[src/rtl/dm_arb_pkg.sv]
// Shared types for the data-memory arbiter: FSM state enum and access-size encodings.
package dm_arb_pkg;

   typedef enum logic [1:0] {
      ST_IDLE  = 2'd0,
      ST_ISSUE = 2'd1,
      ST_RESP  = 2'd2
   } arb_state_e;

   localparam logic [1:0] SZ_BYTE = 2'b00;
   localparam logic [1:0] SZ_HALF = 2'b01;
   localparam logic [1:0] SZ_WORD = 2'b10;
   localparam logic [1:0] SZ_RSVD = 2'b11;

endpackage

[src/rtl/dm_lane_align.sv]
// Combinational lane steering for one access: store byte enables and lane
// replication, load byte/halfword extraction with extension, and the
// misalignment / reserved-size error flag.
module dm_lane_align
   import dm_arb_pkg::*;
(
   input  logic [1:0]  size,
   input  logic [1:0]  addr_lo,
   input  logic        sext,
   input  logic [31:0] wdata,
   input  logic [31:0] mem_rdata,
   output logic        err,
   output logic [3:0]  be,
   output logic [31:0] lane_wdata,
   output logic [31:0] load_data
);

   logic [7:0]  sel_byte;
   logic [15:0] sel_half;

   // Decode size/offset into lane enables, replicated store data and extended load data.
   always_comb begin
      // NOTE: every output gets a default first so no path leaves a value held, which would infer a latch.
      err        = 1'b0;
      be         = 4'b0000;
      lane_wdata = 32'h0;
      load_data  = 32'h0;
      sel_byte   = mem_rdata[{addr_lo, 3'b000} +: 8];
      sel_half   = addr_lo[1] ? mem_rdata[31:16] : mem_rdata[15:0];
      case (size)
         SZ_BYTE: begin
            be         = 4'b0001 << addr_lo;
            lane_wdata = {4{wdata[7:0]}};
            load_data  = {{24{sext & sel_byte[7]}}, sel_byte};
         end
         SZ_HALF: begin
            err        = addr_lo[0];
            be         = addr_lo[1] ? 4'b1100 : 4'b0011;
            lane_wdata = {2{wdata[15:0]}};
            load_data  = {{16{sext & sel_half[15]}}, sel_half};
         end
         SZ_WORD: begin
            err        = |addr_lo;
            be         = 4'b1111;
            lane_wdata = wdata;
            load_data  = mem_rdata;
         end
         default: err = 1'b1;
      endcase
   end

endmodule

[src/rtl/dm_arbiter.sv]
// Two-port round-robin arbiter in front of a single-ported data memory.
// Each access takes IDLE (grant) -> ISSUE (memory strobe) -> RESP (rvalid).
module dm_arbiter
   import dm_arb_pkg::*;
#(
   parameter int MEM_AW = 10
) (
   input  logic              clk,
   input  logic              reset,
   input  logic              m0_req,
   input  logic              m0_we,
   input  logic [1:0]        m0_size,
   input  logic              m0_sext,
   input  logic [31:0]       m0_addr,
   input  logic [31:0]       m0_wdata,
   output logic              m0_gnt,
   output logic              m0_rvalid,
   output logic [31:0]       m0_rdata,
   output logic              m0_err,
   input  logic              m1_req,
   input  logic              m1_we,
   input  logic [1:0]        m1_size,
   input  logic              m1_sext,
   input  logic [31:0]       m1_addr,
   input  logic [31:0]       m1_wdata,
   output logic              m1_gnt,
   output logic              m1_rvalid,
   output logic [31:0]       m1_rdata,
   output logic              m1_err,
   output logic              mem_en,
   output logic              mem_we,
   output logic [3:0]        mem_be,
   output logic [MEM_AW-1:0] mem_addr,
   output logic [31:0]       mem_wdata,
   input  logic [31:0]       mem_rdata
);

   arb_state_e        state_q, state_d;
   logic              ptr_q;      // last granted port
   logic              win;
   logic              take;

   logic              lat_port;
   logic              lat_we;
   logic [1:0]        lat_size;
   logic              lat_sext;
   logic [MEM_AW+1:0] lat_addr;
   logic [31:0]       lat_wdata;

   logic              al_err;
   logic [3:0]        al_be;
   logic [31:0]       al_wdata;
   logic [31:0]       al_load;

   // Address bits above the memory window carry no meaning here.
   logic unused_addr_hi;
   assign unused_addr_hi = ^{m0_addr[31:MEM_AW+2], m1_addr[31:MEM_AW+2]};

   dm_lane_align u_align (
      .size       (lat_size),
      .addr_lo    (lat_addr[1:0]),
      .sext       (lat_sext),
      .wdata      (lat_wdata),
      .mem_rdata  (mem_rdata),
      .err        (al_err),
      .be         (al_be),
      .lane_wdata (al_wdata),
      .load_data  (al_load)
   );

   // Round-robin pick: a lone requester wins; on a tie the port not granted last wins.
   always_comb begin
      win = m1_req;
      if (m0_req && m1_req) win = ~ptr_q;
      take = !reset && (state_q == ST_IDLE) && (m0_req || m1_req);
   end

   // State register and round-robin pointer.
   always_ff @(posedge clk) begin
      // NOTE: clocked state uses non-blocking assignments so every register sees pre-edge values.
      if (reset) begin
         state_q <= ST_IDLE;
         ptr_q   <= 1'b1;
      end else begin
         state_q <= state_d;
         if (take) ptr_q <= win;
      end
   end

   // Capture the winner's request at grant time for use in ISSUE and RESP.
   always_ff @(posedge clk) begin
      // NOTE: request payload is deliberately not reset; it is only consumed after a fresh grant.
      if (take) begin
         lat_port  <= win;
         lat_we    <= win ? m1_we    : m0_we;
         lat_size  <= win ? m1_size  : m0_size;
         lat_sext  <= win ? m1_sext  : m0_sext;
         lat_addr  <= win ? m1_addr[MEM_AW+1:0] : m0_addr[MEM_AW+1:0];
         lat_wdata <= win ? m1_wdata : m0_wdata;
      end
   end

   // Next-state and all outputs; everything is quiet while reset is held.
   always_comb begin
      state_d   = state_q;
      m0_gnt    = 1'b0;
      m1_gnt    = 1'b0;
      m0_rvalid = 1'b0;
      m1_rvalid = 1'b0;
      m0_err    = 1'b0;
      m1_err    = 1'b0;
      m0_rdata  = 32'h0;
      m1_rdata  = 32'h0;
      mem_en    = 1'b0;
      mem_we    = 1'b0;
      mem_be    = 4'b0000;
      mem_addr  = '0;
      mem_wdata = 32'h0;
      if (!reset) begin
         case (state_q)
            ST_IDLE: begin
               if (take) begin
                  state_d = ST_ISSUE;
                  if (win) m1_gnt = 1'b1;
                  else     m0_gnt = 1'b1;
               end
            end
            ST_ISSUE: begin
               state_d = ST_RESP;
               if (!al_err) begin
                  mem_en   = 1'b1;
                  mem_we   = lat_we;
                  mem_addr = lat_addr[MEM_AW+1:2];
                  if (lat_we) begin
                     mem_be    = al_be;
                     mem_wdata = al_wdata;
                  end
               end
            end
            ST_RESP: begin
               state_d = ST_IDLE;
               if (lat_port) begin
                  m1_rvalid = 1'b1;
                  m1_err    = al_err;
                  m1_rdata  = (al_err || lat_we) ? 32'h0 : al_load;
               end else begin
                  m0_rvalid = 1'b1;
                  m0_err    = al_err;
                  m0_rdata  = (al_err || lat_we) ? 32'h0 : al_load;
               end
            end
            default: state_d = ST_IDLE;
         endcase
      end
   end

endmodule
[config.mk]
export PLATFORM = sky130hd
export DESIGN_NAME = dm_arbiter
export DESIGN_NICKNAME = d
export VERILOG_FILES = /design/src/rtl/dm_arb_pkg.sv /design/src/rtl/dm_lane_align.sv /design/src/rtl/dm_arbiter.sv
export SDC_FILE = /design/constraint.sdc
export NUM_CORES = 1
export LEC_CHECK = 0
export ABC_AREA = 1
export BUFFER_PORTS_ARGS = -buffer_cell sky130_fd_sc_hd__buf_2
export CORE_AREA = 3 3 112 114
export CTS_BUF_LIST = sky130_fd_sc_hd__clkbuf_16
export DETAILED_ROUTE_END_ITERATION = 8
export DIE_AREA = 0 0 115 117
export PLACE_DENSITY = 0.74
export SYNTH_ARGS = -nofsm -noshare
export SYNTH_HDL_FRONTEND = slang
export SYNTH_SLANG_ARGS = --single-unit
export TNS_END_PERCENT = 1
[constraint.sdc]
create_clock -name clk -period 3.75 [get_ports clk]
set_clock_uncertainty 0.2 [all_clocks]
set_input_delay 0.5625 -clock clk [delete_from_list [all_inputs] [get_ports clk]]
set_output_delay 0.5625 -clock clk [all_outputs]
set_load 0.03 [all_outputs]
# Word level (Yosys, flattened, before mapping)
# Cells that the tools add are included.
[op_classes]
muxes = 58
shifts = 2
n_bitwise = 3
eq_ne = 5
n_reduce_logical = 9
[op_table]
columns = ["op", "count"]
rows = [
  ["$mux 32", 12],
  ["$pmux 32 s3", 2],
  ["$shiftx 32x6->8", 1],
  ["$mux 10", 3],
  ["$mux 1", 29],
  ["$mux 4", 5],
  ["$mux 16", 1],
  ["$mux 12", 1],
  ["$pmux 4 s3", 1],
  ["$eq 2x1->1 const B", 2],
  ["$eq 2x2->1 const B", 2],
  ["$logic_not 2->1", 2],
  ["$mux 2", 2],
  ["$pmux 2 s2", 1],
  ["$shl 1x2->4 const A", 1],
  ["$logic_and 1x1->1", 3],
  ["$pmux 1 s3", 1],
  ["$and 1x1->1", 2],
  ["$logic_or 1x1->1", 2],
  ["$ne 2x2->1 const B", 1],
  ["$reduce_or 2->1", 1],
  ["$logic_not 1->1", 1],
  ["$not 1->1", 1],
]
[totals]
out_inout_bits = 118
regBits = 52
inputBits = 172
elab_cells = 85

# Logic depth before layout (Yosys ltp)
# Gate-level depths: netlist of run 1.
[logic_depth]
word_depth = 7
depth_mapped = 12
depth_no_buf = 9

# Cells and area by module
# A second synthesis of run 1 with hierarchy kept.
[hier_totals]
cells_unflattened = 780
area_unflattened_um2 = 4623.2
[by_module_without_submodules]
columns = ["module", "n_inst", "seq_area_each_um2", "cells_per_inst", "area_per_inst_um2"]
rows = [
  ["dm_arbiter", 1, 1531.5, 445, 3181.8],
  ["dm_lane_align", 1, 0.0, 335, 1441.4],
]

# Least setup slack after synthesis of run 1
# Ideal clock, no wire load.
[synth_path]
kind = "input port to output port"
startpoint = "input reset"
endpoint = "output m0_gnt"
path_slack_ns = -0.618
path_stages = 5
required_ns = 2.987
n_path_buf = 0
t_arrival_ns = 3.606
path_cell_list = "nor2_1 > nand2_1 > nor2_1 > inv_1 > nor2_1"
[synth_between]
elab_chain_len = 6
[synth_rtl]
columns = ["element", "line", "text"]
rows = [
  ["start: declaration", "dm_arbiter.sv:9", "input logic reset,"],
  ["$logic_not 1->1", "n/a", ""],
  ["$logic_and 1x1->1 (2 in series)", "dm_arbiter.sv:75", "take = !reset && (state_q == ST_IDLE) && (m0_req || m1_req);"],
  ["$mux 1", "dm_arbiter.sv:122", "if (take) begin"],
  ["$mux 1", "dm_arbiter.sv:120", "case (state_q)"],
  ["$mux 1 (*)", "dm_arbiter.sv:119", "if (!reset) begin"],
  ["end: declaration", "dm_arbiter.sv:16", "output logic m0_gnt,"],
]
# Mark *: on every way between the ends. The rest lies on a longest branch, timed or not.

# Worst setup path in the final report of run 1
[layout_path]
startpoint = "register lat_size[1]"
endpoint = "output m1_rdata[17]"
[layout_between]
elab_chain_len = 7
elab_cells_between_ends = 10
cone_classes = "eq/ne (2); mux (6); reduce/logical (2)"
[layout_rtl]
columns = ["element", "line", "text"]
rows = [
  ["start: declaration", "dm_arbiter.sv:45", "logic [1:0] lat_size;"],
  ["start signal: assignment", "dm_arbiter.sv:96", "lat_size <= win ? m1_size : m0_size;"],
  ["$eq 2x2->1 (tied with other cells)", "dm_lane_align.sv:30", "case (size)"],
  ["$pmux 1 s3", "dm_lane_align.sv:30", ""],
  ["$logic_or 1x1->1", "dm_arbiter.sv:145", "m1_rdata = (al_err || lat_we) ? 32'h0 : al_load;"],
  ["$mux 32 (*)", "dm_arbiter.sv:145", ""],
  ["$mux 32 (*)", "dm_arbiter.sv:142", "if (lat_port) begin"],
  ["$mux 32 (*)", "dm_arbiter.sv:120", ""],
  ["$mux 32 (*)", "dm_arbiter.sv:119", ""],
  ["end: declaration", "dm_arbiter.sv:28", "output logic [31:0] m1_rdata,"],
]
# Marks and branches as above.

==> results of run 1 <==
## kinds of logic (layout without fill, tap and decap cells)
group / count (synthesis) / in the layout / synth area share (%)
AO/OA/AOI/OAI: 77 / 77 / 10.2
XOR/XNOR: 1 / 1 / 0.206
buffers and inverters: 101 / 325 / 9.72
flip-flops: 52 / 52 / 36.1
AND/OR/NAND/NOR: 489 / 489 / 43.8
## state kept, by name, indices dropped and copies added, names as in the netlist
register / count
lat_sext: 1
lat_we: 1
ptr_q: 1
lat_size: 2
lat_port: 1
state_q: 2
lat_wdata: 32
lat_addr: 12
## placed cells by master, fill, tap and decap left out, types with 3 or more instances in the layout
| master | n |
|---|---|
| a21oi_1 | 33 |
| a22oi_1 | 15 |
| buf_2 | 249 |
| buf_4 | 12 |
| clkbuf_16 | 5 |
| dfxtp_1 | 3 |
| edfxtp_1 | 49 |
| inv_1 | 43 |
| inv_2 | 12 |
| nand2_1 | 366 |
| nand3_1 | 3 |
| nor2_1 | 111 |
| o21ai_0 | 23 |
## area by class of cell
| class | instances | area [um2] |
|---|---|---|
| fillers | 1222 | 5800 |
| multi-input cells | 567 | 2320 |
| flip-flops and latches | 52 | 1530 |
| repair buffers | 261 | 1340 |
| inverters | 56 | 211 |
| well taps | 143 | 179 |
| clock buffers | 5 | 125 |
| clock inverters | 3 | 17.5 |
## worst max-delay path by stage
stage	cells after the start	to	slack [ns]	start
2_1_floorplan	5	m0_gnt	0.26	reset
3_3_place_gp	10	m1_rdata[17]	0.59	lat_size[1]
3_5_place_dp	10	m1_rdata[17]	0.57	lat_size[1]
4_1_cts	10	m1_rdata[17]	0.25	lat_size[1]
5_1_grt	10	m1_rdata[19]	0.04	lat_size[1]
6_report	10	m1_rdata[17]	0.33	lat_size[1]
## Yosys cell counts (all sizes together)
cell	number	area share, %
nand2	367	32
nor2	115	10
inv	56	4.9
edfxtp	49	35
a21oi	33	3.9
o21ai	25	2.9
clkbuf	23	2.0
buf	22	2.7
a22oi	15	2.7
nand3	5	0.82
dfxtp	3	1.4
a311oi	2	0.41
a31oi	2	0.29
nor3	2	0.24
xor2	1	0.21
## stage by stage
| step | utilization (%) | cells | instance area [um2] |
|---|---|---|---|
| after floorplan | - | 720 | 4250 |
| after global placement | 48.4 | 1079 | 5580 |
| after detailed placement | 48.4 | 1079 | 5580 |
| after CTS | 49.7 | 1087 | 5720 |
| after global routing | 49.7 | 1087 | 5720 |
| final | 49.7 | 1087 | 5720 |
## metal layers
layer / global-route usage, % / part of all wire, % / up-vias / routed length (um)
met1: 24.9 / 40 / 2277 / 6040
li1: - / - / 2664 / -
met2: 38.3 / 49 / 236 / 7450
met4: 7.04 / 2.7 / 0 / 403
met3: 3.34 / 7.8 / 23 / 1170
met5: 0 / 0 / - / 0
## repair_timing
| item | CTS | global route |
|---|---|---|
| endpoints found under the setup margin | 0 | 2 |
| hold buffers | 0 | 0 |
| gates resized for setup | 0 | 1 |
## worst max-delay path, delay by kind of cell (launching register included)
kind	cells	cell delay [ns]
AND/OR/NAND/NOR	6	1.06
buffers and inverters	4	0.82
flip-flops	1	0.48
## power by group through the flow
stage	logic, uW	clock network (uW)	registers [uW]
after floorplan	282	0	721
after global placement	436	0	729
after detailed placement	440	0	731
after CTS	443	452	718
after global routing	501	477	723
final	441	445	718
==> flow_summary.json, run 1 <==
{
  "status": "finished, final reports clean",
  "drtIter0Drc": 475,
  "die_h_um": 117,
  "setup_viol": 0,
  "grt_max_degree": 50,
  "cp_common_cell": "nand2_1",
  "synth.distinct_cells": 21,
  "yosysSeqAreaShare_pct": 36.1,
  "ff2ff_setup_slack_ns": 1.93,
  "crit_fanout": 18,
  "power_switching_uw": 511,
  "pwr-share-comb_pct": 27.5,
  "crit_chain": "inv_2 > nand2_1 > clkinv_2 > nand3_2 > nand2_1 > inv_1 > nand2_1 > nand2_1 > nor2_1 > buf_2",
  "cts.path.max_buffers": 2,
  "p_leak_uw": 0.00332,
  "min_to": "ptr_q",
  "cts.sinks": 52,
  "crit_required_ns": 2.99,
  "via_count": 5200,
  "cts_inserted_buffers": 5,
  "io_pins": 290,
  "track_usage_pct": 20.9,
  "antennaDiodeCount": 0,
  "relSlewSlack_pct": 39.3,
  "worstPathArrival_ns": 2.65,
  "r2r-end": "lat_wdata[13]",
  "syn_nets": 892,
  "period_share_pct": 91.1,
  "coreArea_um2": 11500,
  "ys_warn_count": 0,
  "hold-worst-slack_ns": 0.296,
  "cts.htree.levels": 2,
  "cpMaxStageDelayCell": "edfxtp_1",
  "syn_area_um2": 4250,
  "clockRootBuffer": "clkbuf_16",
  "drive_above_1_share_pct": 30.5,
  "period_needed_ns": 3.42,
  "core.rowCount": 39,
  "postSynthAreaPerCell_um2": 5.90,
  "die-area_um2": 13500,
  "start_util_pct": 36.9,
  "swShare_pct": 31.8,
  "setup_tns_ns": 0,
  "max_slew.worst_pin.slew_ns": 0.909,
  "io_buffers": 249,
  "timing.final.ws_setup_ns": 0.334,
  "start_kind": "flop",
  "maxCapViolCount": 0,
  "place.gp.congestion": 0.926,
  "syn_to_final_growth_pct": 34.6,
  "p_per_area_nw_per_um2": 281,
  "vias_per_cell": 4.78,
  "min_path_type": "reg -> reg",
  "overflow": 0,
  "clkPwrFrac_pct": 27.8,
  "totalPowerFinal_uw": 1600,
  "routed_wirelength_um": 15100,
  "holdCritStartpoint": "ptr_q",
  "cts.clk_slew.worst_paths_ns": 0.07,
  "drt.antenna.violating_nets": 0,
  "synthCells": 720,
  "place_ws_ns": 0.568,
  "cp-end-kind": "primary output",
  "hpwlAfterDp_um": 11600,
  "worst_r2r_startpoint": "state_q[0]",
  "holdPathStages": 2,
  "cts_tree": "yes",
  "grt_pass1_vias": 4536,
  "fmax_ghz": 0.293,
  "finalHoldViolCount": 0,
  "power_frac_seq_pct": 44.8,
  "die_x_um": 115,
  "critPathMaxStageDelay_ns": 0.48,
  "antenna_found_initial": 0,
  "drc_errors": 0,
  "rsz0062_at_grt": "no",
  "vdd_drop_max_mv": 0.298,
  "final_nets": 1115,
  "slew_violations": 0,
  "dr.pass1.iters": 5,
  "drt-wirelength-per-cell_um": 13.9,
  "crit_type": "reg -> out",
  "ys_ff_latch": 52,
  "clock_latency_ns": 0.28,
  "grt_pass1_wl_um": 22500,
  "r2r_cells": 4,
  "p_int_uw": 1090,
  "post_cts_buffers": 0
}
Power figures use the tool's default switching activity.
==> inputs of run 2 (changes only) <==
- CAP_MARGIN: unset -> 40
- CTS_BUF_LIST: sky130_fd_sc_hd__clkbuf_16 -> sky130_fd_sc_hd__clkbuf_8
==> flow_summary.json, run 2 (synthesis gave the netlist of run 1 again) <==
{
  "regArea_um2": 1530,
  "period_needed_ns": 3.44,
  "vias_per_cell": 4.79,
  "totalPowerFinal_uw": 1490,
  "n_fill_cell": 1244,
  "cts.htree.levels": 2,
  "worstPathArrival_ns": 2.67,
  "cts_inserted_buffers": 5,
  "final_cell_mix": "nand2_1, buf_2, nor2_1",
  "clock_latency_ns": 0.29,
  "syn_to_final_growth_pct": 34.2,
  "drc_errors": 0,
  "crit_fanout": 36,
  "die-area_um2": 13500,
  "drive_above_1_share_pct": 30.7,
  "mostFrequentLayoutCell": "nand2_1",
  "io_buffers": 249,
  "drt.antenna.violating_nets": 0,
  "max_slew.worst_pin.slew_ns": 0.793,
  "antenna_found_initial": 0,
  "min_path_type": "reg -> reg",
  "maxCapViolCount": 0,
  "period_share_pct": 91.7,
  "cts_resized": 0,
  "grt_pass1_wl_um": 22300,
  "clockRootBuffer": "clkbuf_8",
  "via_count": 5212,
  "finalHoldViolCount": 0,
  "largest_register": "lat_wdata",
  "cts.clk_slew.worst_paths_ns": 0.09,
  "overflow": 0,
  "routed_wirelength_um": 15000,
  "cts_tree": "yes",
  "grt_pass1_vias": 4547,
  "cp-end-kind": "primary output",
  "start_kind": "flop",
  "io_pins": 290,
  "core.rowCount": 39,
  "antennaDiodeCount": 0,
  "use_met1_pct": 24.8,
  "grt_busiest_layer": "met2",
  "largest_register_ffs": 32,
  "rsz0062_at_grt": "no",
  "final_nets": 1116,
  "setup_tns_ns": 0,
  "vdd_drop_max_mv": 0.259,
  "p_leak_uw": 0.00331,
  "post_cts_buffers": 0,
  "grt_max_degree": 50,
  "status": "finished, final reports clean",
  "die_h_um": 117,
  "ctsHoldBuffers": 0,
  "met3_usage_pct": 2.93,
  "met2_usage_pct": 38.2,
  "crit_type": "reg -> out",
  "cts.path.max_buffers": 2,
  "dr.pass1.iters": 5,
  "fmax_ghz": 0.291,
  "track_usage_pct": 20.8,
  "drt-wirelength-per-cell_um": 13.8,
  "hpwlAfterDp_um": 11700,
  "coreArea_um2": 11500,
  "slew_violations": 0,
  "largestRegisters": "lat_wdata (32), lat_addr (12)",
  "relSlewSlack_pct": 47.0,
  "die_x_um": 115,
  "cts.sinks": 52,
  "multi_input_area_um2": 2320,
  "setup_viol": 0,
  "start_util_pct": 36.9,
  "drtIter0Drc": 361,
  "crit_required_ns": 2.99,
  "p_per_area_nw_per_um2": 261,
  "place.gp.congestion": 0.926
}
run 2: changes by cell type in the layout (fill, tap and decap cells not counted):
cell       previous run  this run
buf_16                0         1
clkbuf_16             5         0
clkbuf_8              0         6
clkinv_1              1         0
run 2: final cells by class:
| class | count | share of cell area, % |
|---|---|---|
| tap | 143 | 3.14 |
| inverter | 56 | 3.71 |
| clock buffer | 6 | 1.45 |
| sequential | 52 | 26.9 |
| clock inverter | 2 | 0.241 |
| multi-input combinational | 567 | 40.7 |
| timing repair buffer | 262 | 23.9 |
run 2: worst max-delay path, cell delays in order (launching register included):
cell and delay [ns]:
edfxtp_1 0.55, o21ai_1 0.18, o21ai_1 0.12, inv_2 0.12
nand2_1 0.25, inv_2 0.16, nand2_2 0.39, nor2_1 0.33
buf_2 0.25
run 2: final timing paths:
path	from	to	slack [ns]	depth (start not counted)
max reg2reg	state_q[0]	lat_addr[1]	1.93	4
min reg2reg	ptr_q	ptr_q	0.31	2
max	lat_addr[1]	mem_wdata[31]	0.31	8
min	ptr_q	ptr_q	0.31	2
run 2: power by group:
part,internal [uW],total [uW],leakage [uW],switching [uW]
clock network,151,332,0.0000516,181
registers,693,717,0.000488,23.7
logic,154,441,0.00277,287
total,999,1490,0.00331,491
run 2: layer usage:
layer / vias up / share of wire, %
li1: 2666 / -
met1: 2284 / 40
met2: 234 / 49
met3: 28 / 7.3
met4: 0 / 3.1
met5: - / 0
run 2: through the flow:
step | cell area (um2) | hold WS, ns | setup slack (ns) | instances | util [%]
after detailed placement | 5600 | 0.281 | 0.570 | 1080 | 48.7
after global routing | 5700 | 0.314 | 0.0397 | 1088 | 49.5
after floorplan | 4250 | 0.236 | 0.256 | 720 | -
final | 5700 | 0.311 | 0.313 | 1088 | 49.5
after global placement | 5580 | 0.255 | 0.593 | 1079 | 48.4
after CTS | 5700 | 0.299 | 0.217 | 1088 | 49.5
